`config.mk`:
```
export PLATFORM = sky130hd
export DESIGN_NAME = uart_rx_packet_ctrl
export DESIGN_NICKNAME = d
export VERILOG_FILES = /design/src/rtl/uart_rx_packet_ctrl.sv
export SDC_FILE = /design/constraint.sdc
export NUM_CORES = 1
export LEC_CHECK = 0
export CAP_MARGIN = 5
export CORE_ASPECT_RATIO = 1.4
export CORE_MARGIN = 5
export CORE_UTILIZATION = 60
export CTS_CLUSTER_SIZE = 24
export DETAILED_ROUTE_END_ITERATION = 8
export HOLD_SLACK_MARGIN = 0.02
export PLACE_DENSITY = 0.8
export SETUP_SLACK_MARGIN = 0.4
export SLEW_MARGIN = 20
export SYNTH_ARGS = -nofsm -noshare
export SYNTH_HDL_FRONTEND = slang
export SYNTH_SLANG_ARGS = --single-unit
```
`constraint.sdc`:
```
create_clock -name clk -period 6.1 [get_ports clk]
set_input_delay 1.22 -clock clk [delete_from_list [all_inputs] [get_ports clk]]
set_output_delay 1.22 -clock clk [all_outputs]
set_load 0.03 [all_outputs]
```
`src/rtl/uart_rx_packet_ctrl.sv`:
```
// Purpose: turns the UART receiver byte stream (SOF, LEN, payload, CHK) into checked packets on a valid/ready stream.
// Latency: pkt_valid rises the cycle after the CHK byte; one payload byte per cycle while pkt_ready is high.
// Backpressure: pkt_ready stalls the payload stream; rx bytes arriving while sending are dropped and flagged as overrun.
// Ports: clk/rst_n (async active-low); rx_data/rx_valid byte input; pkt_data/pkt_valid/pkt_last/pkt_ready payload stream;
//        pkt_ok/err_len/err_chk/err_timeout/overrun one-cycle status pulses; busy while a frame is in progress.
module uart_rx_packet_ctrl #(
    parameter int         MAX_LEN        = 16,
    parameter int         TIMEOUT_CYCLES = 1000,
    parameter logic [7:0] SOF_BYTE       = 8'hA5
) (
    input  logic       clk,
    input  logic       rst_n,
    input  logic [7:0] rx_data,
    input  logic       rx_valid,
    output logic [7:0] pkt_data,
    output logic       pkt_valid,
    output logic       pkt_last,
    input  logic       pkt_ready,
    output logic       pkt_ok,
    output logic       err_len,
    output logic       err_chk,
    output logic       err_timeout,
    output logic       overrun,
    output logic       busy
);

    localparam int               IDX_W     = (MAX_LEN > 1) ? $clog2(MAX_LEN) : 1;
    localparam int               TMO_W     = $clog2(TIMEOUT_CYCLES);
    localparam logic [7:0]       MAX_LEN_B = 8'(MAX_LEN);
    localparam logic [TMO_W-1:0] TMO_LAST  = TMO_W'(TIMEOUT_CYCLES - 1);

    typedef enum logic [2:0] {
        S_IDLE,
        S_LEN,
        S_PAYLOAD,
        S_CHK,
        S_SEND
    } state_t;

    state_t           state, state_nxt;
    logic [7:0]       len, chk, wr_idx, rd_idx;
    logic [TMO_W-1:0] tmo_cnt;
    logic [7:0]       pay_buf [MAX_LEN];

    logic ok_nxt, err_len_nxt, err_chk_nxt, err_tmo_nxt, ovr_nxt;
    logic mid_frame, tmo_exp;

    // The timer only runs between SOF and CHK; a byte on the expiry cycle wins.
    assign mid_frame = (state == S_LEN) || (state == S_PAYLOAD) || (state == S_CHK);
    assign tmo_exp   = !rx_valid && (tmo_cnt == TMO_LAST);

    // State register
    always_ff @(posedge clk or negedge rst_n) begin
        if (!rst_n) state <= S_IDLE;
        else        state <= state_nxt;
    end

    // Next-state and pulse decode
    always_comb begin
        state_nxt   = state;
        ok_nxt      = 1'b0;
        err_len_nxt = 1'b0;
        err_chk_nxt = 1'b0;
        err_tmo_nxt = 1'b0;
        ovr_nxt     = 1'b0;
        case (state)
            S_IDLE: begin
                if (rx_valid && rx_data == SOF_BYTE) state_nxt = S_LEN;
            end
            S_LEN: begin
                if (rx_valid) begin
                    if (rx_data == 8'd0 || rx_data > MAX_LEN_B) begin
                        err_len_nxt = 1'b1;
                        state_nxt   = S_IDLE;
                    end else begin
                        state_nxt = S_PAYLOAD;
                    end
                end else if (tmo_exp) begin
                    err_tmo_nxt = 1'b1;
                    state_nxt   = S_IDLE;
                end
            end
            S_PAYLOAD: begin
                if (rx_valid) begin
                    if (wr_idx == len - 8'd1) state_nxt = S_CHK;
                end else if (tmo_exp) begin
                    err_tmo_nxt = 1'b1;
                    state_nxt   = S_IDLE;
                end
            end
            S_CHK: begin
                if (rx_valid) begin
                    if (rx_data == chk) begin
                        ok_nxt    = 1'b1;
                        state_nxt = S_SEND;
                    end else begin
                        err_chk_nxt = 1'b1;
                        state_nxt   = S_IDLE;
                    end
                end else if (tmo_exp) begin
                    err_tmo_nxt = 1'b1;
                    state_nxt   = S_IDLE;
                end
            end
            S_SEND: begin
                // No receive buffering while draining: the byte is lost, SOF included.
                if (rx_valid) ovr_nxt = 1'b1;
                if (pkt_ready && pkt_last) state_nxt = S_IDLE;
            end
            default: state_nxt = S_IDLE;
        endcase
    end

    // Output decode
    always_comb begin
        busy      = (state != S_IDLE);
        pkt_valid = (state == S_SEND);
        pkt_data  = pkt_valid ? pay_buf[rd_idx[IDX_W-1:0]] : 8'd0;
        pkt_last  = pkt_valid && (rd_idx == len - 8'd1);
    end

    // Frame bookkeeping, timer and registered status pulses
    always_ff @(posedge clk or negedge rst_n) begin
        if (!rst_n) begin
            len         <= 8'd0;
            chk         <= 8'd0;
            wr_idx      <= 8'd0;
            rd_idx      <= 8'd0;
            tmo_cnt     <= '0;
            pkt_ok      <= 1'b0;
            err_len     <= 1'b0;
            err_chk     <= 1'b0;
            err_timeout <= 1'b0;
            overrun     <= 1'b0;
        end else begin
            pkt_ok      <= ok_nxt;
            err_len     <= err_len_nxt;
            err_chk     <= err_chk_nxt;
            err_timeout <= err_tmo_nxt;
            overrun     <= ovr_nxt;

            if (!mid_frame || rx_valid || state_nxt != state) tmo_cnt <= '0;
            else                                               tmo_cnt <= tmo_cnt + TMO_W'(1);

            case (state)
                S_LEN: if (rx_valid) begin
                    // Harmless on a rejected length: the frame is abandoned anyway.
                    len    <= rx_data;
                    chk    <= rx_data;
                    wr_idx <= 8'd0;
                end
                S_PAYLOAD: if (rx_valid) begin
                    chk    <= chk ^ rx_data;
                    wr_idx <= wr_idx + 8'd1;
                end
                S_CHK: if (rx_valid) rd_idx <= 8'd0;
                S_SEND: if (pkt_valid && pkt_ready) rd_idx <= rd_idx + 8'd1;
                default: ;
            endcase
        end
    end

    // Payload storage needs no reset; it is only read after being written.
    always_ff @(posedge clk) begin
        if (state == S_PAYLOAD && rx_valid) pay_buf[wr_idx[IDX_W-1:0]] <= rx_data;
    end

endmodule

```
## Word level (Yosys, flattened, before mapping)

Memories as Yosys holds them, arrays and structs flattened.
Cells that the tools add are included.

| operators by class | value |
|---|---|
| bitwise gates (word level) | 1 |
| $add $sub $neg | 4 |
| eq/ne operators | 14 |
| reductions and logical operators | 22 |
| $lt $le $gt $ge | 1 |
| mux-type cells | 36 |

Operators by type and width:

| kind | number |
|---|---|
| $mux 8 | 6 |
| $pmux 8 s2 | 3 |
| $eq 8x8->1 | 3 |
| $mux 3 | 8 |
| $add 8x1->8 const B | 2 |
| $mux 1 | 16 |
| $pmux 3 s5 | 1 |
| $add 10x1->10 const B | 1 |
| $eq 10x10->1 const B | 1 |
| $mux 10 | 1 |
| $eq 8x8->1 const B | 1 |
| $gt 8x5->1 const B | 1 |
| $logic_not 8->1 | 1 |
| $sub 8x1->8 const B | 1 |
| $xor 8x8->8 | 1 |
| $eq 3x2->1 const B | 2 |
| $logic_and 1x1->1 | 6 |
| $ne 2x2->1 const B | 3 |
| $reduce_and 3->1 | 2 |
| $logic_or 1x1->1 | 5 |
| $reduce_bool 2->1 | 2 |
| $eq 3x1->1 const B | 1 |
| $eq 3x3->1 const B | 1 |
| $logic_not 3->1 | 1 |
| 7 further kinds | 8 |

| word-level totals | value |
|---|---|
| output and inout bits | 16 |
| bits in writable memories | 128 |
| input port bits | 12 |
| word-level logic and storage cells | 90 |
| register bits after elaboration | 50 |
| memories | 1 |

Memory list:

| name | depth | width | read ports | clocked after Yosys merged registers in | write ports | RTL line | RTL |
|---|---|---|---|---|---|---|---|
| pay_buf | 16 | 8 | 1 | 0 | 1 | 43 | `logic [7:0] pay_buf [MAX_LEN];` |

## Longest topological paths before layout

Gate-level depths: netlist (run 1).

| depth | value |
|---|---|
| depth in word-level cells | 9 |
| mapped depth | 7 |
| depth with buffers taken out | 7 |

## Least setup slack after synthesis (run 1)

OpenSTA, ideal clock, no wires.

| path | value |
|---|---|
| kind | reg-to-output |
| from | register rd_idx[0] |
| to | output pkt_data[1] |
| data arrival time | 1.904 ns |
| cell stages (with the launch flop) | 6 |
| path slack | 2.976 ns |
| buffers on the path | 2 |
| cells stage by stage | dfrtp_1 > buf_6 > buf_4 > mux4_2 > mux4_2 > and2_1 |

| between the ends | value |
|---|---|
| cells in the longest elaborated chain, start to end | 2 |

Ends and longest elaborated chain:

| item | RTL line | RTL |
|---|---|---|
| start: declaration | 41 | `logic [7:0] len, chk, wr_idx, rd_idx;` |
| start signal: assignment | 157 | `S_SEND: if (pkt_valid && pkt_ready) rd_idx <= rd_idx + 8'd1;` |
| $mem_v2 16x8 | n/a |  |
| $mux 8 | 118 | `pkt_data = pkt_valid ? pay_buf[rd_idx[IDX_W-1:0]] : 8'd0;` |
| end: declaration | 15 | `output logic [7:0] pkt_data,` |

Every way passes these cells.

## Final worst setup path (run 1)

Ends and elaborated chain as after synthesis.

==> summary.md, run 1 <==
| Metric | Value |
|---|---|
| Placed Instances | 673 |
| Post CTS Setup Buffer Count | 0 |
| CTS Buf Count | 17 |
| Post-synthesis sequential area ratio | 64.52% |
| IO Pins | 28 |
| Crit path buffers/inverters | 1 |
| Drt drc | 0 |
| Leak | 3.090 nW |
| CTS tree | yes |
| Drt via density | 6.306 |
| Grt ovf | 0 |
| Syn Nets | 536 |
| Buffers on Ports | 27 |
| Final setup viols | 0 |
| Power Density | 276.0 mW/mm^2 |
| Max incr delay on CP | 0.85 ns |
| Worst slew pin tran | 1.028 ns |
| Initial antenna violation count | 0 |
| Yosys cell types | 51 |
| Synth Cell Area | 0.007896 mm^2 |
| Hold/Removal Path Class | reg -> reg |
| Later-pin clock latency in the skew report | 0.43 ns |
| Inserted Diodes | 0 |
| Root Buffer | clkbuf_16 |
| Vias in the first global route | 4,676 |
| Gpl congestion | 0.8436 |
| Via Count | 4,446 |
| Most common cell after layout, fill and taps aside | edfxtp_1 |
| DR pass1 iterations | 7 |
| Max Cap Viol | 0 |
| Worst-path maximum fanout | 37 |
| R2R Setup Slk | 3.56 ns |
| Post-Syn Instances | 517 |
| Crit end category | output pin |
| Crit path launch type | flip-flop |
| CTS clk-pin slew, worst paths | 0.06 ns |
| Drt first-iter violations | 344 |
| Max Clock Skew | 0.01116 ns |
| Placed cell area | 0.008264 mm^2 |
| Post-route design area | 0.008818 mm^2 |
| Per-cell routed wire length | 22.97 um |
| Starting Density | 61.33% |
| Core box area | 0.01287 mm^2 |
| Final std cells w/o fill | 705 |
| Critical Path AT | 3.21 ns |
| Flops & latches, synth | 178 |
| Met1 Usage GRT | 27.57% |
| CP max-delay cell | dfrtp_4 |
| Post-synth EDFFs | 128 |
| M2 GR Usage | 38.71% |
| Status | finished, final reports clean |
| Detailed Route WL | 16.19 mm |
| GR peak layer | met2 |
| Relative slew slack | 31.21% |
| Fmax | 225.8 MHz |
| Post-cts gate resize count | 0 |
| Met3 Usage GRT | 4.927% |
| Setup TNS | 0 ns |
| Final Hold Vio Count | 0 |
| Hold Slack | 0.5151 ns |
| DP HPWL | 10.37 mm |
| Ys async rst share | 28.09% |
| Total GRT Usage | 22.25% |
| Number of antenna-violating nets in the routed design | 0 |
| Largest net degree at the start of global routing | 51 |
| Worst-path cell chain | mux4_1, mux4_2, and2_1, clkdlybuf4s50_1 |
| Most frequent cells in the layout | edfxtp_1, dfrtp_1, nor2_1 |
| Required time worst endpoint | 4.88 ns |
| Syn-to-layout area delta | 11.68% |
| DIE HEIGHT | 145.7 um |
| H-Tree Depth | 4 |
| Final Cycle Share | 72.59% |
| Max clock buf depth | 2 |
| Largest delay contributor family on the critical path | multiplexers |
| Final-stage net count | 558 |
| Global-route wire length before repair | 25.92 mm |
| Ys flop type | edfxtp_1 |
| Min Tclk post-route | 4.428 ns |
| Rows | 49 |
| FILL cells | 870 |
| Worst-case vdd ir drop | 0.0002144 V |
| Die X | 107.0 um |
| Full die area | 0.01559 mm^2 |
| RSZ-0062 raised after global routing | false |
| Avg Cell Area, Syn | 15.27 um^2 |
| WS Path Type | reg -> out |
| Layout cells sized above 1 | 13.77% |
| Pins Over Slew Limit | 0 |
| Ys Warns | 0 |
| CTS Hold Bufs | 0 |
| Sink Count | 178 |
-- where the power goes --
group	total (mW)	internal, mW	switching [mW]
combinational	0.0902	0.0333	0.0569
clock	1.01	0.532	0.482
sequential	1.33	1.31	0.0198
-- state kept, by name, indices dropped and copies added, names as in the netlist, 3 cells and up --
| register | cells |
|---|---|
| chk | 8 |
| rd_idx | 8 |
| state | 3 |
| pay_buf | 128 |
| wr_idx | 8 |
| len | 8 |
| tmo_cnt | 10 |
-- kinds of logic after synthesis --
kind of cell | share of synthesized area, %
adders and majority gates | 1.109
and+or+nand+nor | 10.38
AOI/OAI and AO/OA | 4.262
buffers and inverters | 2.472
xor gates and xnor gates | 4.991
muxes | 12.26
DFF | 64.52
-- synth_stat cells (2+ instances only) --
| library cell | instances | share of area (%) |
|---|---|---|
| a2111oi_2 | 2 | 0.38 |
| a21o_1 | 3 | 0.29 |
| a21oi_1 | 15 | 0.95 |
| a311oi_1 | 7 | 0.78 |
| a31oi_1 | 2 | 0.16 |
| and2_1 | 9 | 0.71 |
| and3_1 | 5 | 0.40 |
| buf_2 | 10 | 0.63 |
| buf_8 | 2 | 0.38 |
| clkbuf_1 | 14 | 0.67 |
| clkbuf_2 | 2 | 0.13 |
| dfrtp_1 | 50 | 16 |
| edfxtp_1 | 128 | 49 |
| ha_1 | 7 | 1.1 |
| inv_1 | 8 | 0.38 |
| mux4_1 | 15 | 5.0 |
| mux4_2 | 25 | 7.1 |
| nand2_1 | 36 | 1.7 |
| nand2b_1 | 5 | 0.40 |
| nand3_1 | 16 | 1.0 |
| nand3b_1 | 2 | 0.19 |
| nand4_1 | 8 | 0.63 |
| nand4bb_1 | 3 | 0.43 |
| nor2_1 | 47 | 2.2 |
| nor2b_1 | 2 | 0.16 |
| nor3_1 | 11 | 0.70 |
| nor3b_2 | 2 | 0.32 |
| nor4b_1 | 2 | 0.22 |
| nor4bb_1 | 2 | 0.25 |
| o21ai_0 | 9 | 0.57 |
| o31ai_1 | 5 | 0.48 |
| xnor2_1 | 26 | 2.9 |
| xor2_1 | 19 | 2.1 |
-- layer usage --
layer	routed length, um	vias up
met3	743	29
met1	6367	2265
met5	0	-
li1	-	2015
met4	425	0
met2	8655	137
-- through the flow --
step	power, mW	setup WS, ns	utilization, %
6_report	2.434	1.672	68.49
5_1_grt	2.518	1.562	68.49
4_1_cts	2.440	1.337	68.45
3_5_place_dp	1.444	1.821	64.19
3_3_place_gp	1.438	1.878	64.19
2_1_floorplan	1.402	2.976	-
-- final timing paths --
check                                 startpoint                 endpoint  depth (start not counted)
max reg2reg                   state[0]$_DFF_PN0_  pay_buf[4][4]$_DFFE_PP_                          4
max                        rd_idx[0]$_DFFE_PN0P_              pkt_data[1]                          4
max in group asynchronous                  rst_n    rd_idx[0]$_DFFE_PN0P_                          1
min reg2reg                 tmo_cnt[0]$_DFF_PN0_     tmo_cnt[0]$_DFF_PN0_                          1
min in group asynchronous                  rst_n    rd_idx[6]$_DFFE_PN0P_                          1
min                         tmo_cnt[0]$_DFF_PN0_     tmo_cnt[0]$_DFF_PN0_                          1
-- final cells by class --
| type | instances | area (um^2) | share of cell area (%) |
|---|---|---|---|
| Inverter | 8 | 30.03 | 0.3405 |
| Clock inverter | 15 | 123.9 | 1.405 |
| Timing Repair Buffer | 34 | 320.3 | 3.632 |
| Multi-Input combinational cell | 300 | 2629 | 29.81 |
| Clock buffer | 17 | 425.4 | 4.824 |
| Sequential cell | 178 | 5099 | 57.82 |
| Tap cell | 153 | 191.4 | 2.171 |
Power figures use the tool's default switching activity.
==> run 2, diff against run 1 <==
==> constraint.sdc (replaced) <==
create_clock -name clk -period 4.5 [get_ports clk]
set_input_delay 0.9 -clock clk [delete_from_list [all_inputs] [get_ports clk]]
set_output_delay 0.9 -clock clk [all_outputs]
set_load 0.03 [all_outputs]
==> summary.md, run 2 (same netlist as run 1, synthesis figures left out) <==
| Metric | Value |
|---|---|
| Sink Count | 178 |
| CTS tree | yes |
| Global-route wire length before repair | 26.21 mm |
| Drt first-iter violations | 302 |
| CTS clk-pin slew, worst paths | 0.07 ns |
| Total GRT Usage | 22.58% |
| Rows | 49 |
| Layout cells sized above 1 | 15.96% |
| Internal | 2.646 mW |
| Via Count | 4,565 |
| Core box area | 0.01287 mm^2 |
| H-Tree Depth | 4 |
| IO Pins | 28 |
| Power Density | 374.3 mW/mm^2 |
| Final setup viols | 0 |
| Fmax | 254.2 MHz |
| Hold Slack | 0.4903 ns |
| DR pass1 iterations | 6 |
| Relative slew slack | 34.56% |
| Most frequent cells in the layout | edfxtp_1, dfrtp_1, nor2_1 |
| Buffers on Ports | 27 |
| Comb power frac | 3.6% |
| Leak | 3.205 nW |
| CTS Hold Bufs | 0 |
| Required time worst endpoint | 3.60 ns |
| Largest register FFs | 128 |
| Largest net degree at the start of global routing | 51 |
| Grt ovf | 0 |
| Gpl congestion | 0.8123 |
| Sw frac | 21.34% |
| Status | finished, final reports clean |
| Overall Power | 3.364 mW |
| Placed Instances | 683 |
| Inserted Diodes | 0 |
| Critical Path AT | 3.03 ns |
| Vias in the first global route | 4,681 |
| Drt via density | 6.314 |
| Max Cap Viol | 0 |
| WS Path Type | reg -> out |
| Drt drc | 0 |
| Final Cycle Share | 87.41% |
| CTS Buf Count | 17 |
| Max clock buf depth | 2 |
| Final std cells w/o fill | 723 |
| Initial antenna violation count | 0 |
| Max Clock Skew | 0.01002 ns |
| Worst-path maximum fanout | 23 |
| Starting Density | 61.33% |
| Clock Power Share | 42.8% |
| Pins Over Slew Limit | 0 |
| Final Hold Vio Count | 0 |
| Die X | 107.0 um |
| Detailed Route WL | 16.52 mm |
| DIE HEIGHT | 145.7 um |
| Later-pin clock latency in the skew report | 0.42 ns |
| Full die area | 0.01559 mm^2 |
| Syn-to-layout area delta | 13.83% |
| Power share of the sequential group | 53.6% |
| Root Buffer | clkbuf_16 |
| Hold/Removal Path Class | in -> async |
| Crit path launch type | flip-flop |
| Worst-case vdd ir drop | 0.0002365 V |
| Final-stage net count | 576 |
| Number of antenna-violating nets in the routed design | 0 |
| Sw power | 0.7179 mW |
| RSZ-0062 raised after global routing | false |
| Crit end category | output pin |
| Most common cell after layout, fill and taps aside | edfxtp_1 |
| Min Tclk post-route | 3.933 ns |
| Worst slew pin tran | 0.9779 ns |
| Per-cell routed wire length | 22.85 um |
| Setup TNS | 0 ns |
| DP HPWL | 10.55 mm |
[run 2: metal layers]
layer / track usage [%] / part of all wire (%) / vias to the layer above
met5: 0 / 0 / -
met4: 8.125 / 2.8 / 0
met3: 4.838 / 5.8 / 34
met2: 38.56 / 53 / 201
met1: 28.42 / 38 / 2280
li1: - / - / 2050
[run 2: what timing repair did]
item                                    CTS  global route
setup buffers                             0             8
gates resized for setup                   1             0
endpoints found under the setup margin    5             3
[run 2: metrics by stage]
step / cell area (um^2) / worst slack, ns / util [%]
global route: 8989 / 0.4517 / 69.82
CTS: 8926 / 0.4197 / 69.33
detailed placement: 8342 / 0.8609 / 64.79
finish: 8989 / 0.5667 / 69.82
floorplan: 7896 / 1.696 / -
global placement: 8342 / 0.9047 / 64.79
[run 2: power by group through the flow]
stage	registers [mW]	clock network [mW]	logic, mW
after global placement	1.84	0	0.115
after global routing	1.80	1.54	0.136
final	1.80	1.44	0.120
after CTS	1.80	1.46	0.121
after detailed placement	1.84	0	0.120
after floorplan	1.83	0	0.0721
[run 2: layout make-up]
| class | instances | area [um^2] |
|---|---|---|
| Sequential cell | 178 | 5099 |
| Fill cell | 809 | 3886 |
| Multi-Input combinational cell | 300 | 2619 |
| Timing Repair Buffer | 52 | 467.9 |
| Clock buffer | 17 | 425.4 |
| Tap cell | 153 | 191.4 |
| Clock inverter | 15 | 156.4 |
| Inverter | 8 | 30.03 |
[run 2: final timing paths]
| path | from | end | cells past startpoint | slack [ns] |
|---|---|---|---|---|
| max in group asynchronous | rst_n | rd_idx[0]$_DFFE_PN0P_ | 1 | 3.53 |
| setup reg to reg | state[1]$_DFF_PN0_ | pay_buf[10][5]$_DFFE_PP_ | 3 | 2.01 |
| setup / recovery | rd_idx[0]$_DFFE_PN0P_ | pkt_data[4] | 5 | 0.57 |
| hold / removal | rst_n | rd_idx[6]$_DFFE_PN0P_ | 1 | 0.49 |
| min in group clk | tmo_cnt[0]$_DFF_PN0_ | tmo_cnt[0]$_DFF_PN0_ | 1 | 0.49 |
| hold reg to reg | tmo_cnt[0]$_DFF_PN0_ | tmo_cnt[0]$_DFF_PN0_ | 1 | 0.49 |
[run 2: worst max-delay path: stages, from the launching register on]
cell             delay (ns)
dfrtp_4                0.51
buf_12                 0.23
mux4_1                 0.60
mux4_2                 0.48
and2_1                 0.18
clkdlybuf4s50_1        0.59
